## src/rtl/uart_rx.sv

```systemverilog
// 8N1 UART receiver: 2-flop synchronized input, mid-bit sampling, one-cycle
// rx_valid / frame_err pulses and a busy flag.
module uart_rx #(
  parameter int unsigned CLKS_PER_BIT = 868
) (
  input  logic       clk,
  input  logic       rst,
  input  logic       rx,
  output logic [7:0] rx_data,
  output logic       rx_valid,
  output logic       frame_err,
  output logic       busy
);

  localparam int unsigned CW = (CLKS_PER_BIT > 1) ? $clog2(CLKS_PER_BIT) : 1;
  localparam logic [CW-1:0] HALF_M1 = CW'(CLKS_PER_BIT / 2 - 1);
  localparam logic [CW-1:0] LAST    = CW'(CLKS_PER_BIT - 1);

  typedef enum logic [1:0] {IDLE, START, DATA, STOP} state_t;

  state_t          state, state_n;
  logic [CW-1:0]   cnt, cnt_n;
  logic [2:0]      idx, idx_n;
  logic [7:0]      shift, shift_n;
  logic [7:0]      data_n;
  logic            valid_n, err_n;
  logic            rx_meta, rx_s, rx_prev;
  logic            fall_c;

  // Synchronizer plus one history flop for falling-edge detection
  always_ff @(posedge clk or posedge rst) begin
    if (rst) begin
      rx_meta <= 1'b1;
      rx_s    <= 1'b1;
      rx_prev <= 1'b1;
    end else begin
      rx_meta <= rx;
      rx_s    <= rx_meta;
      rx_prev <= rx_s;
    end
  end

  assign fall_c = rx_prev & ~rx_s;

  always_ff @(posedge clk or posedge rst) begin
    if (rst) begin
      state     <= IDLE;
      cnt       <= '0;
      idx       <= '0;
      shift     <= '0;
      rx_data   <= '0;
      rx_valid  <= 1'b0;
      frame_err <= 1'b0;
      busy      <= 1'b0;
    end else begin
      state     <= state_n;
      cnt       <= cnt_n;
      idx       <= idx_n;
      shift     <= shift_n;
      rx_data   <= data_n;
      rx_valid  <= valid_n;
      frame_err <= err_n;
      busy      <= (state_n != IDLE);
    end
  end

  always_comb begin
    state_n = state;
    cnt_n   = cnt;
    idx_n   = idx;
    shift_n = shift;
    data_n  = rx_data;
    valid_n = 1'b0;
    err_n   = 1'b0;
    case (state)
      IDLE: begin
        cnt_n = '0;
        idx_n = '0;
        if (fall_c) state_n = START;
      end
      START: begin
        // Half a bit in, the line must still be low or it was a glitch
        if (cnt == HALF_M1) begin
          cnt_n   = '0;
          idx_n   = '0;
          state_n = rx_s ? IDLE : DATA;
        end else begin
          cnt_n = cnt + CW'(1);
        end
      end
      DATA: begin
        if (cnt == LAST) begin
          cnt_n          = '0;
          shift_n[idx]   = rx_s;
          if (idx == 3'd7) state_n = STOP;
          else             idx_n   = idx + 3'd1;
        end else begin
          cnt_n = cnt + CW'(1);
        end
      end
      STOP: begin
        if (cnt == LAST) begin
          cnt_n   = '0;
          state_n = IDLE;
          if (rx_s) begin
            data_n  = shift;
            valid_n = 1'b1;
          end else begin
            err_n = 1'b1;
          end
        end else begin
          cnt_n = cnt + CW'(1);
        end
      end
      default: state_n = IDLE;
    endcase
  end

endmodule

```

## config.mk

```make
export PLATFORM = sky130hd
export DESIGN_NAME = uart_rx
export DESIGN_NICKNAME = d
export VERILOG_FILES = /design/src/rtl/uart_rx.sv
export SDC_FILE = /design/constraint.sdc
export NUM_CORES = 1
export LEC_CHECK = 0
export CORE_ASPECT_RATIO = 2
export CORE_MARGIN = 3
export CORE_UTILIZATION = 56
export DETAILED_ROUTE_END_ITERATION = 6
export GPL_ROUTABILITY_DRIVEN = 1
export PLACE_DENSITY_LB_ADDON = 0.2
export REMOVE_ABC_BUFFERS = 1
export SLEW_MARGIN = 10
export SYNTH_ARGS = -nofsm -noshare
export SYNTH_HDL_FRONTEND = slang
export SYNTH_SLANG_ARGS = --single-unit
```

## constraint.sdc

```tcl
create_clock -name clk -period 2.4 [get_ports clk]
set_input_delay 0.48 -clock clk [delete_from_list [all_inputs] [get_ports clk]]
set_output_delay 0.48 -clock clk [all_outputs]
set_load 0.05 [all_outputs]
```

**After elaboration in Yosys (flattened, before gate mapping)**

Cells that the tools add are included.

- Reductions and logical operators: 8
- Equality and inequality tests: 9
- Muxes and demuxes: 23
- Bitwise operators: 2
- $add $sub $neg: 2
- Magnitude comparators: 2

Operator list:

| kind | number |
|---|---|
| $pmux 10 s3 | 1 |
| $mux 10 | 2 |
| $mux 2 | 6 |
| $add 10x1->10 const B | 1 |
| $eq 10x10->1 const B | 1 |
| $eq 10x9->1 const B | 1 |
| $mux 3 | 3 |
| $pmux 3 s3 | 1 |
| $bwmux 8 | 1 |
| $pmux 2 s4 | 1 |
| $mux 1 | 7 |
| $ne 2x2->1 const B | 3 |
| $eq 2x2->1 const B | 2 |
| $lt 3x4->1 const B | 1 |
| $reduce_and 4->1 | 1 |
| $add 3x1->3 const B | 1 |
| $demux 1 s3 | 1 |
| $eq 3x3->1 const B | 1 |
| $ge 3x1->1 const B | 1 |
| $reduce_and 3->1 | 1 |
| $reduce_bool 3->1 | 1 |
| $eq 2x1->1 const B | 1 |
| $logic_not 2->1 | 1 |
| $reduce_and 2->1 | 1 |
| other kinds (5) | 5 |

- Bits in registers: 37
- Output and inout bits: 11
- Logic and storage cells: 57
- Input bits: 3

**Longest topological paths before layout**

Gate-level depths: netlist of run 1.

- Word-level depth: 5
- Depth in mapped cells: 7
- Depth with buffers taken out: 6

**Least setup slack after synthesis of run 1**

OpenSTA, ideal clock, no wires.

- Path type: register to register
- From: reg cnt[2]
- To: reg rx_data[0]
- Data required time: 2.275 ns
- Buffers on the path: 1
- Clock period less this slack: 2.177 ns
- Arrival: 2.053 ns
- Slack: 0.223 ns
- Library setup time: 0.125 ns
- Stages on the path, launching flop included: 6
- Path through: dfrtp_1 > or3b_4 > or3_1 > buf_2 > nor4_4 > mux2_2

- Longest elaborated chain between the ends: 2

RTL lines:

| item | line | source |
|---|---|---|
| start: declaration | 22 | `logic [CW-1:0] cnt, cnt_n;` |
| start signal: assignment | 57 | `cnt <= cnt_n;` |
| $eq 10x10->1 | 102 | `if (cnt == LAST) begin` |
| $reduce_and 3->1 (no line) | - |  |
| end signal: assignment | 60 | `rx_data <= data_n;` |
| end: declaration | 9 | `output logic [7:0] rx_data,` |

No other way between the ends.
A chain may end at the register's enable or synchronous reset.

**Final worst setup path of run 1**

- From: reg cnt[2]
- To: reg rx_data[6]

The elaborated chain is that of the path after synthesis.

==> results of run 1 <==
==> kinds of logic after synthesis <==
kind of cell,count (synthesis),synth area share
flip-flops,37,0.547
multiplexers,17,0.111
AO/OA/AOI/OAI,11,0.0500
AND/OR/NAND/NOR,58,0.194
buffers and inverters,12,0.0272
XOR/XNOR,8,0.0412
adder cells (fa/ha/maj),4,0.0294
==> flip-flops by register name (all words and copies together) (netlist names) <==
name / cells
busy: 1
rx_s: 1
cnt: 10
rx_valid: 1
frame_err: 1
rx_prev: 1
idx: 3
rx_meta: 1
rx_data: 8
state: 2
shift: 8
==> report_power, final <==
part           total (mW)  leakage [nW]  switching [mW]  internal, mW
Clock               0.415        0.0439           0.215         0.200
Combinational       0.175         0.375          0.0981        0.0765
Sequential          0.742         0.492          0.0694         0.673
Total                1.33         0.911           0.382         0.949
==> area by class of cell <==
| class | instances | area [um2] |
|---|---|---|
| Sequential cell | 37 | 930 |
| Fill cell | 223 | 848 |
| Multi-Input combinational cell | 98 | 724 |
| Timing Repair Buffer | 21 | 190 |
| Clock buffer | 5 | 68.8 |
| Tap cell | 29 | 36.3 |
| Inverter | 6 | 22.5 |
| Clock inverter | 3 | 17.5 |
==> layout by cell type, fill, tap and decap left out, drive strengths merged, types with 2 or more instances in the layout <==
cell type and instances:
and3 2, buf 8, clkbuf 5, clkdlybuf4s50 13
clkinv 2, dfrtp 34, dfstp 3, ha 4
inv 6, mux2 15, mux2i 2, nand2 10
nand3 6, nand4 6, nand4b 2, nor2 15
nor3 5, nor4 3, o21a 2, xnor2 6
xor2 2
==> metal layers <==
layer,routed length [um],up-vias,GRT usage
li1,-,567,-
met1,1110,586,0.193
met2,1900,30,0.363
met3,102,16,0.0518
met4,170,0,0.123
met5,0,-,0
==> worst max path at each step <==
stage | from | end | slack (ns) | cells past startpoint
4_1_cts | cnt[2] | rx_data[6] | 0.22 | 5
3_5_place_dp | cnt[2] | rx_data[4] | 0.23 | 5
3_3_place_gp | cnt[3] | rx_data[1] | 0.26 | 5
6_report | cnt[2] | rx_data[6] | 0.22 | 5
2_1_floorplan | cnt[2] | shift[0] | 0.24 | 4
5_1_grt | cnt[2] | rx_data[2] | 0.09 | 5
==> results.json, run 1 <==
{
  "yosysMostFrequentCell": "dfrtp_1",
  "postCtsSetupBuffers": 0,
  "path_buf_inv": 1,
  "clock_latency_ns": 0.29,
  "placed_area_um2": 1900,
  "grt_setup_unrepaired": "false",
  "dp_hpwl_um": 2430,
  "regToRegSetupSlack_ns": 0.22,
  "cts_tree": "built",
  "drive_gt1_frac": 0.218,
  "min_path_cells": 0,
  "p_leak_nw": 0.911,
  "area_growth_pct": 17.0,
  "dp.cells": 191,
  "fmax_mhz": 459,
  "io_pins": 14,
  "drt-total-wl_um": 3280,
  "yosys.area.top_type_share": 0.500,
  "setup.worst_path.end_class": "register",
  "slew_headroom": 0.665,
  "path_class": "register to register",
  "clockBufferDepth": 2,
  "die_w_um": 45.0,
  "synth_cells": 147,
  "power_density_nw_per_um2": 669,
  "post-route-cell-area_um2": 1990,
  "grt_antenna_before_repair": 0,
  "fin_nets": 176,
  "ant_nets": 0,
  "cap_violations": 0,
  "min_from": "rx_meta",
  "first_iter_violations": 30,
  "yosysUniqueCellTypes": 39,
  "synthTopCellsByArea": "dfrtp_1 50%, mux2_2 9.9%, dfstp_2 4.6%, nor2_1 3.3%, xnor2_1 3.1%",
  "die_h_um": 83.9,
  "whs_ns": 0.357,
  "worstPathArrival_ns": 2.35,
  "cts_buffers": 5,
  "max_stage_delay_ns": 0.48,
  "ctsHoldBuffers": 0,
  "hold_viol": 0,
  "irDropWorstVdd_mv": 0.609,
  "yosysWarnings": 0,
  "whs_endpoint": "rx_s",
  "fin_ws_ns": 0.223,
  "grt.total_usage": 0.205,
  "critPathTopFamily": "simple AND/OR/NAND/NOR gates",
  "min_period_over_period": 0.907,
  "slew_violations": 0,
  "synth-edff-count": 0,
  "diodes": 0,
  "worstPathRequired_ns": 2.57,
  "yosysTopAreaCell": "dfrtp_1",
  "synth_top_flop_cell": "dfrtp_1",
  "routabilityCongestion": 0.833,
  "grt_first_pass_wirelength_um": 5640,
  "rr_startpoint": "cnt[2]",
  "post_drt_wl_per_cell_um": 16.5,
  "cts-resized-gates": 0,
  "r2r.worst_path.cells": 5,
  "status": "completed",
  "ys_seq_area_frac": 0.547,
  "synth_common_cells": "34 x dfrtp_1, 15 x mux2_2, 15 x nor2_1, 10 x nand2_1",
  "r2r_end": "rx_data[6]",
  "initial_core_util": 0.599,
  "fin_util": 0.701,
  "setup_tns_ns": 0,
  "row_count": 27,
  "via_per_inst": 6.03,
  "core_area_um2": 2840,
  "clock_skew_ns": 0.00897,
  "h-tree-depth": 2,
  "cts-root-buf": "clkbuf_8",
  "slowest_stage": "or3_1",
  "p_total_mw": 1.33,
  "io_buffers": 13,
  "via_count": 1199,
  "place_ws_ns": 0.225,
  "drt_first_pass_iters": 4,
  "synthArstFlopShare": 1.00,
  "instances_no_fill": 199,
  "postSynthAreaPerCell_um2": 11.6,
  "cp-start-kind": "register",
  "setup_viol": 0,
  "clk_pin_slew_worst_paths_ns": 0.07,
  "clock_sinks": 37,
  "path_cells": "or3b_4, or3_1, nor4_4, buf_4, mux2_2",
  "hp-class": "register to register",
  "grt_pass1_vias": 1266,
  "grt_start_max_net_pins": 38,
  "grt_overflow": 0,
  "worstMarginPinSlew_ns": 0.500,
  "critPathMaxFanout": 9,
  "fin_crit_ns": 2.18,
  "ys_ff_latch": 37,
  "drc": 0,
  "design.die.area_um2": 3770,
  "syn-cell-area_um2": 1700
}
(Power assumes the default switching activity.)
==> run 2: changes to the inputs <==
--- a/config.mk
+++ b/config.mk
@@ -10,6 +10,7 @@
 export CORE_UTILIZATION = 56
 export DETAILED_ROUTE_END_ITERATION = 6
 export GPL_ROUTABILITY_DRIVEN = 1
+export GPL_TIMING_DRIVEN = 0
 export PLACE_DENSITY_LB_ADDON = 0.2
 export REMOVE_ABC_BUFFERS = 1
 export SLEW_MARGIN = 10
==> run 2 against run 1 <==
Against the previous run: die area is the same; critical path depth unchanged; fmax down 2.8%; combinational power down 10%; critical path type unchanged; critical endpoint is now rx_data[3]; highest routed layer unchanged.
==> results.json, run 2 (synthesis results as in run 1) <==
{
  "status": "completed",
  "cts_tree": "built",
  "power_frac_comb": 0.109,
  "r2r.worst_path.cells": 5,
  "clock_latency_ns": 0.28,
  "p_int_mw": 1.08,
  "min_from": "rx_meta",
  "ctsHoldBuffers": 0,
  "core_area_um2": 2840,
  "area_growth_pct": 17.0,
  "final_cell_mix": "34 x dfrtp_1, 15 x mux2_2, 15 x nor2_1",
  "die_h_um": 83.9,
  "design.die.area_um2": 3770,
  "drt-total-wl_um": 3090,
  "clock_skew_ns": 0.00402,
  "regToRegSetupSlack_ns": 0.16,
  "setup_viol": 0,
  "dp_hpwl_um": 2290,
  "slowest_stage": "dfrtp_1",
  "diodes": 0,
  "post_drt_wl_per_cell_um": 16.0,
  "first_iter_violations": 26,
  "h-tree-depth": 2,
  "setup_tns_ns": 0,
  "p_total_mw": 1.44,
  "setup.worst_path.end_class": "register",
  "clk_pin_slew_worst_paths_ns": 0.07,
  "r2r_end": "rx_data[3]",
  "rr_startpoint": "cnt[3]",
  "switching_power_mw": 0.362,
  "fmax_mhz": 447,
  "grt_antenna_before_repair": 0,
  "cts-root-buf": "clkbuf_8",
  "p_clk_frac": 0.376,
  "cts_buffers": 5,
  "drive_gt1_frac": 0.207,
  "die_w_um": 45.0,
  "drc": 0,
  "grt_pass1_vias": 1178,
  "clock_sinks": 37,
  "slew_violations": 0,
  "grt.total_usage": 0.187,
  "cp-start-kind": "register",
  "grt_overflow": 0,
  "power_density_nw_per_um2": 725,
  "grt_setup_unrepaired": "false",
  "power.share.switching": 0.251,
  "whs_ns": 0.359,
  "grt_first_pass_wirelength_um": 5180,
  "place_ws_ns": -0.0376,
  "critPathMaxFanout": 6,
  "drt_first_pass_iters": 4,
  "dp.cells": 183,
  "fin_util": 0.701,
  "hp-class": "register to register",
  "instances_no_fill": 193,
  "ant_nets": 0,
  "hold_viol": 0,
  "fin_nets": 170,
  "cap_violations": 0,
  "worstMarginPinSlew_ns": 0.733,
  "via_count": 1158,
  "placed_area_um2": 1840,
  "io_pins": 14,
  "fin_crit_ns": 2.24,
  "largest_reg_flops": 10,
  "reg_top3": "cnt: 10 flops, rx_data: 8 flops, shift: 8 flops",
  "path_class": "register to register",
  "final_common_cell": "dfrtp_1",
  "fin_ws_ns": 0.161,
  "worstPathArrival_ns": 2.40,
  "min_period_over_period": 0.933,
  "io_buffers": 13,
  "routabilityCongestion": 0.782,
  "min_path_cells": 0,
  "whs_endpoint": "rx_s",
  "post-route-cell-area_um2": 1990,
  "via_per_inst": 6.00,
  "clockBufferDepth": 2,
  "grt_start_max_net_pins": 38,
  "top_register": "cnt",
  "row_count": 27,
  "path_cells": "or3b_4, or3_4, nor4_4, buf_4, mux2_2",
  "p_seq_frac": 0.516,
  "p_leak_nw": 0.889,
  "worstPathRequired_ns": 2.57,
  "max_stage_delay_ns": 0.45,
  "irDropWorstVdd_mv": 0.554,
  "initial_core_util": 0.599,
  "slew_headroom": 0.510
}
## run 2: changes by cell type in the layout (fill, tap and decap cells not counted), sizes merged
cell / change
clkinv: -2
bufinv: +1
buf: -6
clkbuf: +2
clkinvlp: -1
## run 2: area by class of cell
cell class / instances / area [um2]
sequential: 37 / 930
fill: 217 / 848
multi-input combinational: 98 / 739
timing repair buffer: 15 / 145
clock buffer: 7 / 86.3
tap: 29 / 36.3
clock inverter: 1 / 30.0
inverter: 6 / 22.5
## run 2: critical path: cells and delay by family (launching register included)
| kind | cells | cell delay, ns |
|---|---|---|
| mux | 1 | 0.34 |
| flops | 1 | 0.45 |
| simple gates | 3 | 1.12 |
| buf+inv | 1 | 0.20 |
## run 2: power groups by stage
stage / sequential, mW / clock, mW / combinational (mW)
floorplan: 0.743 / 0 / 0.117
global placement: 0.749 / 0 / 0.150
detailed placement: 0.753 / 0 / 0.156
CTS: 0.743 / 0.557 / 0.158
global route: 0.754 / 0.579 / 0.178
finish: 0.744 / 0.541 / 0.157
## run 2: per-layer routing
layer	up-vias	track usage	part of all wire
li1	555	-	-
met1	576	0.186	0.34
met2	17	0.336	0.60
met3	10	0.0389	0.022
met4	0	0.0960	0.036
met5	-	0	0
## run 2: worst max path at each step
| stage | endpoint | startpoint | cells after the start |
|---|---|---|---|
| 6_report | rx_data[3] | cnt[3] | 5 |
| 4_1_cts | cnt[4] | cnt[3] | 4 |
| 2_1_floorplan | shift[0] | cnt[2] | 4 |
| 3_5_place_dp | shift[0] | cnt[2] | 4 |
| 3_3_place_gp | rx_data[1] | cnt[2] | 4 |
| 5_1_grt | rx_data[0] | cnt[2] | 5 |
## run 2: what timing repair did
action                                  in CTS  in global routing
setup buffers                                2                  0
endpoints found under the setup margin       9                 12
pin swaps                                    1                  0
gates resized for setup                      1                  2
